--- config.mk ---
export PLATFORM = sky130hd
export DESIGN_NAME = led_scan_controller_flat
export DESIGN_NICKNAME = d
export VERILOG_FILES = /design/src/rtl/led_scan_controller_if.sv /design/src/rtl/led_scan_controller.sv /design/src/flat_wrapper.sv
export SDC_FILE = /design/constraint.sdc
export NUM_CORES = 1
export LEC_CHECK = 0
export ABC_CLOCK_PERIOD_IN_PS = 2100
export BUFFER_PORTS_ARGS = -buffer_cell sky130_fd_sc_hd__buf_4
export CELL_PAD_IN_SITES_DETAIL_PLACEMENT = 1
export CELL_PAD_IN_SITES_GLOBAL_PLACEMENT = 2
export CORE_ASPECT_RATIO = 0.7
export CORE_MARGIN = 8
export CORE_UTILIZATION = 28
export CTS_CLUSTER_DIAMETER = 60
export DETAILED_ROUTE_END_ITERATION = 16
export GPL_TIMING_DRIVEN = 0
export PLACE_DENSITY = 0.85
export SLEW_MARGIN = 30
export SYNTH_ARGS = -nofsm -noshare
export SYNTH_HDL_FRONTEND = slang
export SYNTH_SLANG_ARGS = --single-unit
--- constraint.sdc ---
create_clock -name clk -period 2.1 [get_ports clk]
set_input_delay 0.42 -clock clk [delete_from_list [all_inputs] [get_ports clk]]
set_output_delay 0.42 -clock clk [all_outputs]
set_load 0.05 [all_outputs]
--- src/rtl/led_scan_controller_if.sv ---
// Display RAM read port between the scan controller and the LED RAM.
// master: drives read_address, receives read_data; slave: the RAM side.
interface led_scan_controller_if;
  logic [2:0] read_address;
  logic [7:0] read_data;

  modport master (
    output read_address,
    input  read_data
  );

  modport slave (
    input  read_address,
    output read_data
  );
endinterface

--- src/rtl/led_scan_controller.sv ---
// Time-multiplexed LED scan sequencer: walks the display RAM digit by digit,
// inserts a dark gap before each digit and latches the segment byte.
// Ports: clk, reset (sync, active-high), scan_en, digit_mask[7:0],
//   ram (read port, master), digit_sel[7:0], seg_out[7:0], frame_done.
module led_scan_controller #(
  parameter int NUM_DIGITS = 8,
  parameter int DWELL      = 50000,
  parameter int BLANK      = 16,
  parameter bit ACTIVE_LOW = 1'b0
) (
  input  logic       clk,
  input  logic       reset,
  input  logic       scan_en,
  input  logic [7:0] digit_mask,
  led_scan_controller_if.master ram,
  output logic [7:0] digit_sel,
  output logic [7:0] seg_out,
  output logic       frame_done
);

  localparam int MAXC = (DWELL > BLANK) ? DWELL : BLANK;
  localparam int CW   = $clog2(MAXC + 1);

  localparam logic [CW-1:0] BLANK_LD = CW'(BLANK - 1);
  localparam logic [CW-1:0] DWELL_LD = CW'(DWELL - 1);
  localparam logic [2:0]    LAST     = 3'(NUM_DIGITS - 1);

  typedef enum logic [1:0] {
    S_OFF,
    S_BLANK,
    S_SHOW
  } state_t;

  state_t        state;
  logic [2:0]    idx;
  logic [CW-1:0] cnt;
  logic [7:0]    seg_reg;
  logic [7:0]    sel_i;
  logic [7:0]    seg_i;

  always_ff @(posedge clk) begin
    if (reset) begin
      state      <= S_OFF;
      idx        <= 3'd0;
      cnt        <= '0;
      seg_reg    <= 8'h00;
      frame_done <= 1'b0;
    end else begin
      frame_done <= 1'b0;
      unique case (state)
        S_OFF: begin
          if (scan_en) begin
            state <= S_BLANK;
            idx   <= 3'd0;
            cnt   <= BLANK_LD;
          end
        end
        S_BLANK: begin
          if (!scan_en) begin
            state <= S_OFF;
            idx   <= 3'd0;
          end else if (cnt == '0) begin
            // RAM sampled once per visit so writes during SHOW
            // cannot disturb the lit pattern.
            seg_reg <= digit_mask[idx] ? ram.read_data : 8'h00;
            state   <= S_SHOW;
            cnt     <= DWELL_LD;
          end else begin
            cnt <= cnt - 1'b1;
          end
        end
        S_SHOW: begin
          if (!scan_en) begin
            state <= S_OFF;
            idx   <= 3'd0;
          end else if (cnt == '0) begin
            state <= S_BLANK;
            cnt   <= BLANK_LD;
            if (idx == LAST) begin
              idx        <= 3'd0;
              frame_done <= 1'b1;
            end else begin
              idx <= idx + 3'd1;
            end
          end else begin
            cnt <= cnt - 1'b1;
          end
        end
        default: state <= S_OFF;
      endcase
    end
  end

  assign ram.read_address = idx;

  assign sel_i = (state == S_SHOW) ? (8'd1 << idx) : 8'h00;
  assign seg_i = (state == S_SHOW) ? seg_reg : 8'h00;

  // Inversion only at the pins; internal logic stays active-high.
  assign digit_sel = ACTIVE_LOW ? ~sel_i : sel_i;
  assign seg_out   = ACTIVE_LOW ? ~seg_i : seg_i;

endmodule

--- src/flat_wrapper.sv ---
// flat-port wrapper written by rule: the top's interface ports become plain ports
module led_scan_controller_flat 
#(
  parameter int NUM_DIGITS = 8,
  parameter int DWELL      = 50000,
  parameter int BLANK      = 16,
  parameter bit ACTIVE_LOW = 1'b0
)
  (clk, reset, scan_en, digit_mask, digit_sel, seg_out, frame_done, ram_read_address, ram_read_data);
  led_scan_controller_if ram_i ();
  input  logic clk;
  input  logic reset;
  input  logic scan_en;
  input  logic [7:0] digit_mask;
  output logic [7:0] digit_sel;
  output logic [7:0] seg_out;
  output logic frame_done;
  output wire logic [$bits(ram_i.read_address)-1:0] ram_read_address;
  input wire logic [$bits(ram_i.read_data)-1:0] ram_read_data;
  assign ram_read_address = ram_i.read_address;
  assign ram_i.read_data = ram_read_data;
  led_scan_controller #(.NUM_DIGITS(NUM_DIGITS), .DWELL(DWELL), .BLANK(BLANK), .ACTIVE_LOW(ACTIVE_LOW)) u_core (.clk(clk), .reset(reset), .scan_en(scan_en), .digit_mask(digit_mask), .ram(ram_i), .digit_sel(digit_sel), .seg_out(seg_out), .frame_done(frame_done));
endmodule
== Word-level counts from Yosys, hierarchy flattened ==
Cells that the tools add are included.

* Logic and storage cells: 53
* Input port bits: 19
* Flip-flop bits (word level): 30

* Multiplexer cells: 24
* Bitwise gates (word level): 3
* Magnitude comparators: 1
* Shift-type cells: 1
* Reduce and logical (&&, ||, !) cells: 8
* Eq/ne operators: 9
* Add/sub/neg operators: 2

{| class="wikitable"
|+ Operator list
! operator !! count
|-
| 2-to-1 mux 16 bit || 5
|-
| one-hot mux 16 bit (3 select lines) || 1
|-
| 2-to-1 mux 8 bit || 3
|-
| zero test 16 bit || 1
|-
| subtractor 16 x 1 -> 16 bit (second input constant) || 1
|-
| 2-to-1 mux 3 bit || 5
|-
| 2-to-1 mux 2 bit || 5
|-
| one-hot mux 3 bit (3 select lines) || 1
|-
| inequality test 2 bit (second input constant) || 4
|-
| AND reduction 4 bit || 2
|-
| left shift 1 x 3 -> 8 bit (first input constant) || 1
|-
| inequality test 3 x 2 -> 1 bit (second input constant) || 2
|-
| one-hot mux 2 bit (3 select lines) || 1
|-
| AND reduction 3 bit || 2
|-
| less-than comparator 3 x 4 -> 1 bit (second input constant) || 1
|-
| OR reduction 4 bit || 1
|-
| adder 3 x 1 -> 3 bit (second input constant) || 1
|-
| binary-select mux 1 bit (select 3 bit) || 1
|-
| equality test 3 bit (second input constant) || 1
|-
| NOT 1 bit || 3
|-
| nonzero test 3 bit || 1
|-
| equality test 2 x 1 -> 1 bit (second input constant) || 1
|-
| equality test 2 bit (second input constant) || 1
|-
| zero test 2 bit || 1
|-
| 2-to-1 mux 1 bit || 2
|}

== Logic depth before layout (Yosys ltp) ==
* Depth after elaboration: 5
* Gate-level depth with buffers: 9
* Depth with buffers taken out: 7

== Worst setup path before layout ==
No wires, ideal clock.

* Path kind: reg2reg
* Start point: register u_core.cnt[0]
* End point: register u_core.seg_reg[6]
* Arrival time: 2.227 ns
* Library setup time: 0.071 ns
* Stages on the path, launching flop included: 10
* Slack: -0.198 ns
* Path buffers: 2
* Path through: dfxtp_1 inv_1 ha_1 or4b_1 buf_2 nor3_4 nand4_4 buf_6 or3b_1 a21oi_1

* Word-level cells in the longest chain between the ends: 2

{| class="wikitable"
|+ Ends and longest elaborated chain
! what !! RTL line !! text
|-
| from (decl) || led_scan_controller.sv:36 || <nowiki>logic [CW-1:0] cnt;</nowiki>
|-
| from (signal assigned) || led_scan_controller.sv:69 || <nowiki>cnt <= cnt - 1'b1;</nowiki>
|-
| from (signal assigned) || led_scan_controller.sv:86 || <nowiki>cnt <= cnt - 1'b1;</nowiki>
|-
| zero test 16 bit || led_scan_controller.sv:62 || <nowiki>end else if (cnt == '0) begin</nowiki>
|-
| AND reduction 3 bit (no line) || -- ||
|-
| to (signal assigned) || led_scan_controller.sv:65 || <nowiki>seg_reg <= digit_mask[idx] ? ram.read_data : 8'h00;</nowiki>
|-
| to (decl) || led_scan_controller.sv:37 || <nowiki>logic [7:0] seg_reg;</nowiki>
|}

Every way passes these cells.
A chain may end at the register's enable or synchronous reset.

== Worst setup path after layout ==
* Start point: register u_core.cnt[1]
* End point: register u_core.seg_reg[6]

The elaborated chain is that of the path after synthesis.

==> results.cfg <==
[outcome]
status = complete, but fails checks
failed_checks = negative setup slack

[setup_path]
critPathLaunch = u_core.cnt[1]$_SDFFE_PP0P_
reg2reg_depth = 8
endpoint = u_core.seg_reg[6]$_SDFFE_PP0P_
r2r_end = u_core.seg_reg[6]$_SDFFE_PP0P_
path_max_fanout = 8
r2r_start = u_core.cnt[1]$_SDFFE_PP0P_
cp.arrival_ps = 2450
r2r_setup_slack_ps = -140
critical_path.startpoint_type = flop
end_kind = flop
crit_type = flop to flop
required_ps = 2320

[layout]
area_growth_pct = 41.2
num_antenna_cells = 0
final_nets = 326
fin_area_sq_um = 2680
drive_above_1_share = 0.374
finalNonFillerCells = 391
largest_register_ffs = 16

[placement]
place_inst = 365
portBuffers = 37
place_hpwl_microns = 4480
placed_area_sq_um = 2320
gp_congestion = 0.817
pre_cts_ws_ps = -440

[run]
cap_violations = 0

[yosys]
synth_top_area_share = 0.317
ys_seq_elements = 30
netlist_instances = 234
ys_warn_count = 0
synth_cell_types = 47
synth_most_common_cell = dfxtp_1
synth.avg_cell_area_sq_um = 8.11
synth_edf_count = 0
synth.largest_area_cell = dfxtp_1
yosysSeqAreaShare = 0.317
netlist_top_cells_count = dfxtp_1, nor2_1, a21oi_1
netlist_area_sq_um = 1900
synth-async-reset-ratio = 0
synth_flop_cell = dfxtp_1
syn_nets = 264
synthTopCellsByArea = dfxtp_1, ha_1, a21oi_1

[die]
start_util = 0.285
die-height_microns = 84.9
num_io_pins = 39
dieArea_sq_um = 9710
design.core.area_sq_um = 6660
fp.dieW_microns = 114
rows = 25

[pwr]
clkPwrFrac = 0.312
ir_drop_mv = 0.231
switching_power_uw = 520
p_int_uw = 1080
p_seq_frac = 0.381
swShare = 0.324
power_density_nw_per_um2 = 599
p_leak_uw = 0.00108
comb_power_share = 0.307

[sta]
setup_slack_ps = -138
min_period_over_period = 1.07
drv_slew = 0
finClkSkew_ps = 3.81
max_freq_mhz = 447
tns_ps = -1040
setup_viol = 15
rsz0062_at_grt = yes
hold_viol = 0
period_minus_slack_ps = 2240
maxSlewHeadroom = 0.515
worst_pin_slew_ps = 707

[global_route]
grt_overflow = 0
grtUsageTotal = 0.137
grt_pass1_vias = 2093
grt_antenna_before_repair = 0
grt_max_degree = 11
grt_pass1_wl_microns = 10700

[clocking]
cts.path.max_buffers = 2
clk_latency_ps = 280
cts_max_level = 2
cts_root_buf = clkbuf_8
cts_buffers = 5
tritoncts = built
cts_num_sinks = 30
cts.clk_slew.worst_paths_ps = 70

[routing]
ant_nets = 0
wl_microns = 6480
vias_per_cell = 5.06
drc = 0
vias = 1977
drt_iter0_drc = 69
dr.pass1.iters = 4
wl_per_cell_microns = 16.6

[worst_hold_path]
worstHoldPathType = flop to flop
==> critical path: stages (launching register included) <==
cell     delay [ps]
dfxtp_2         340
inv_2            80
ha_4            140
or4b_4          510
nor3_4          250
nand4_4         190
buf_6           200
or3b_1          340
a21oi_1         120
==> per-layer routing <==
layer	track usage	wire length (microns)
met2	0.210	2890
met5	0	0
met3	0.0319	269
met1	0.187	3270
met4	0.0397	54
==> final cells by class <==
class / count / area [sq um]
plain buffers: 8 / 48.8
well taps: 94 / 118
clock inverters: 1 / 5.00
fillers: 827 / 3980
flip-flops and latches: 30 / 614
repair buffers: 57 / 435
clock buffers: 7 / 86.3
inverters: 12 / 45.0
multi-input cells: 182 / 1330
==> worst min-delay path by stage <==
| stage | from | cells after the start | slack [ps] | to |
|---|---|---|---|---|
| final | u_core.seg_reg[3]$_SDFFE_PP0P_ | 2 | 450 | u_core.seg_reg[3]$_SDFFE_PP0P_ |
| after floorplan | u_core.seg_reg[0]$_SDFFE_PP0P_ | 2 | 430 | u_core.seg_reg[0]$_SDFFE_PP0P_ |
| after CTS | u_core.seg_reg[3]$_SDFFE_PP0P_ | 2 | 450 | u_core.seg_reg[3]$_SDFFE_PP0P_ |
| after detailed placement | u_core.seg_reg[3]$_SDFFE_PP0P_ | 2 | 440 | u_core.seg_reg[3]$_SDFFE_PP0P_ |
| after global placement | u_core.seg_reg[4]$_SDFFE_PP0P_ | 2 | 440 | u_core.seg_reg[4]$_SDFFE_PP0P_ |
| after global routing | u_core.seg_reg[3]$_SDFFE_PP0P_ | 2 | 490 | u_core.seg_reg[3]$_SDFFE_PP0P_ |
==> cells by family after synthesis <==
group	after synthesis	synth area share
flip-flops	30	0.317
multiplexers	3	0.0290
AO/OA/AOI/OAI	60	0.192
buffers and inverters	22	0.0521
AND/OR/NAND/NOR	108	0.338
adder cells (fa/ha/maj)	11	0.0726
==> metrics by stage <==
step	hold WS, ps	utilization	power, uW
2_1_floorplan	427	-	862
3_3_place_gp	435	0.348	968
3_5_place_dp	444	0.349	976
4_1_cts	454	0.389	1560
5_1_grt	487	0.402	1680
6_report	451	0.402	1600
==> cells in the final DEF, fill, tap and decap left out, drive strengths merged, types with 2 or more instances in the layout <==
cell    count
nor3        8
nand3b      7
nor3b       2
a21oi      22
dfxtp      30
mux4        2
clkbuf     12
a211oi      3
or4         6
and3        3
nor4        5
nand2      16
o31ai       3
or3b        9
ha         11
nor2b       3
a221oi      2
and2       13
o41ai       2
o21ai      17
nand3       5
nand4       3
inv        12
buf        60
a31oi       2
nor2       24
==> power by group through the flow <==
stage	Clock [uW]	Combinational, uW	Sequential, uW
after CTS	502	448	611
after global placement	0	345	622
after detailed placement	0	353	623
after global routing	532	538	614
after floorplan	0	245	617
final	500	492	611
==> timing repair <==
item                       CTS  global route
pin swaps                   10            13
hold buffers                 0             0
resized for setup           21            19
setup buffers               14             6
setup endpoints to repair   42            40
No activity file was read; power rests on OpenSTA's default activity.
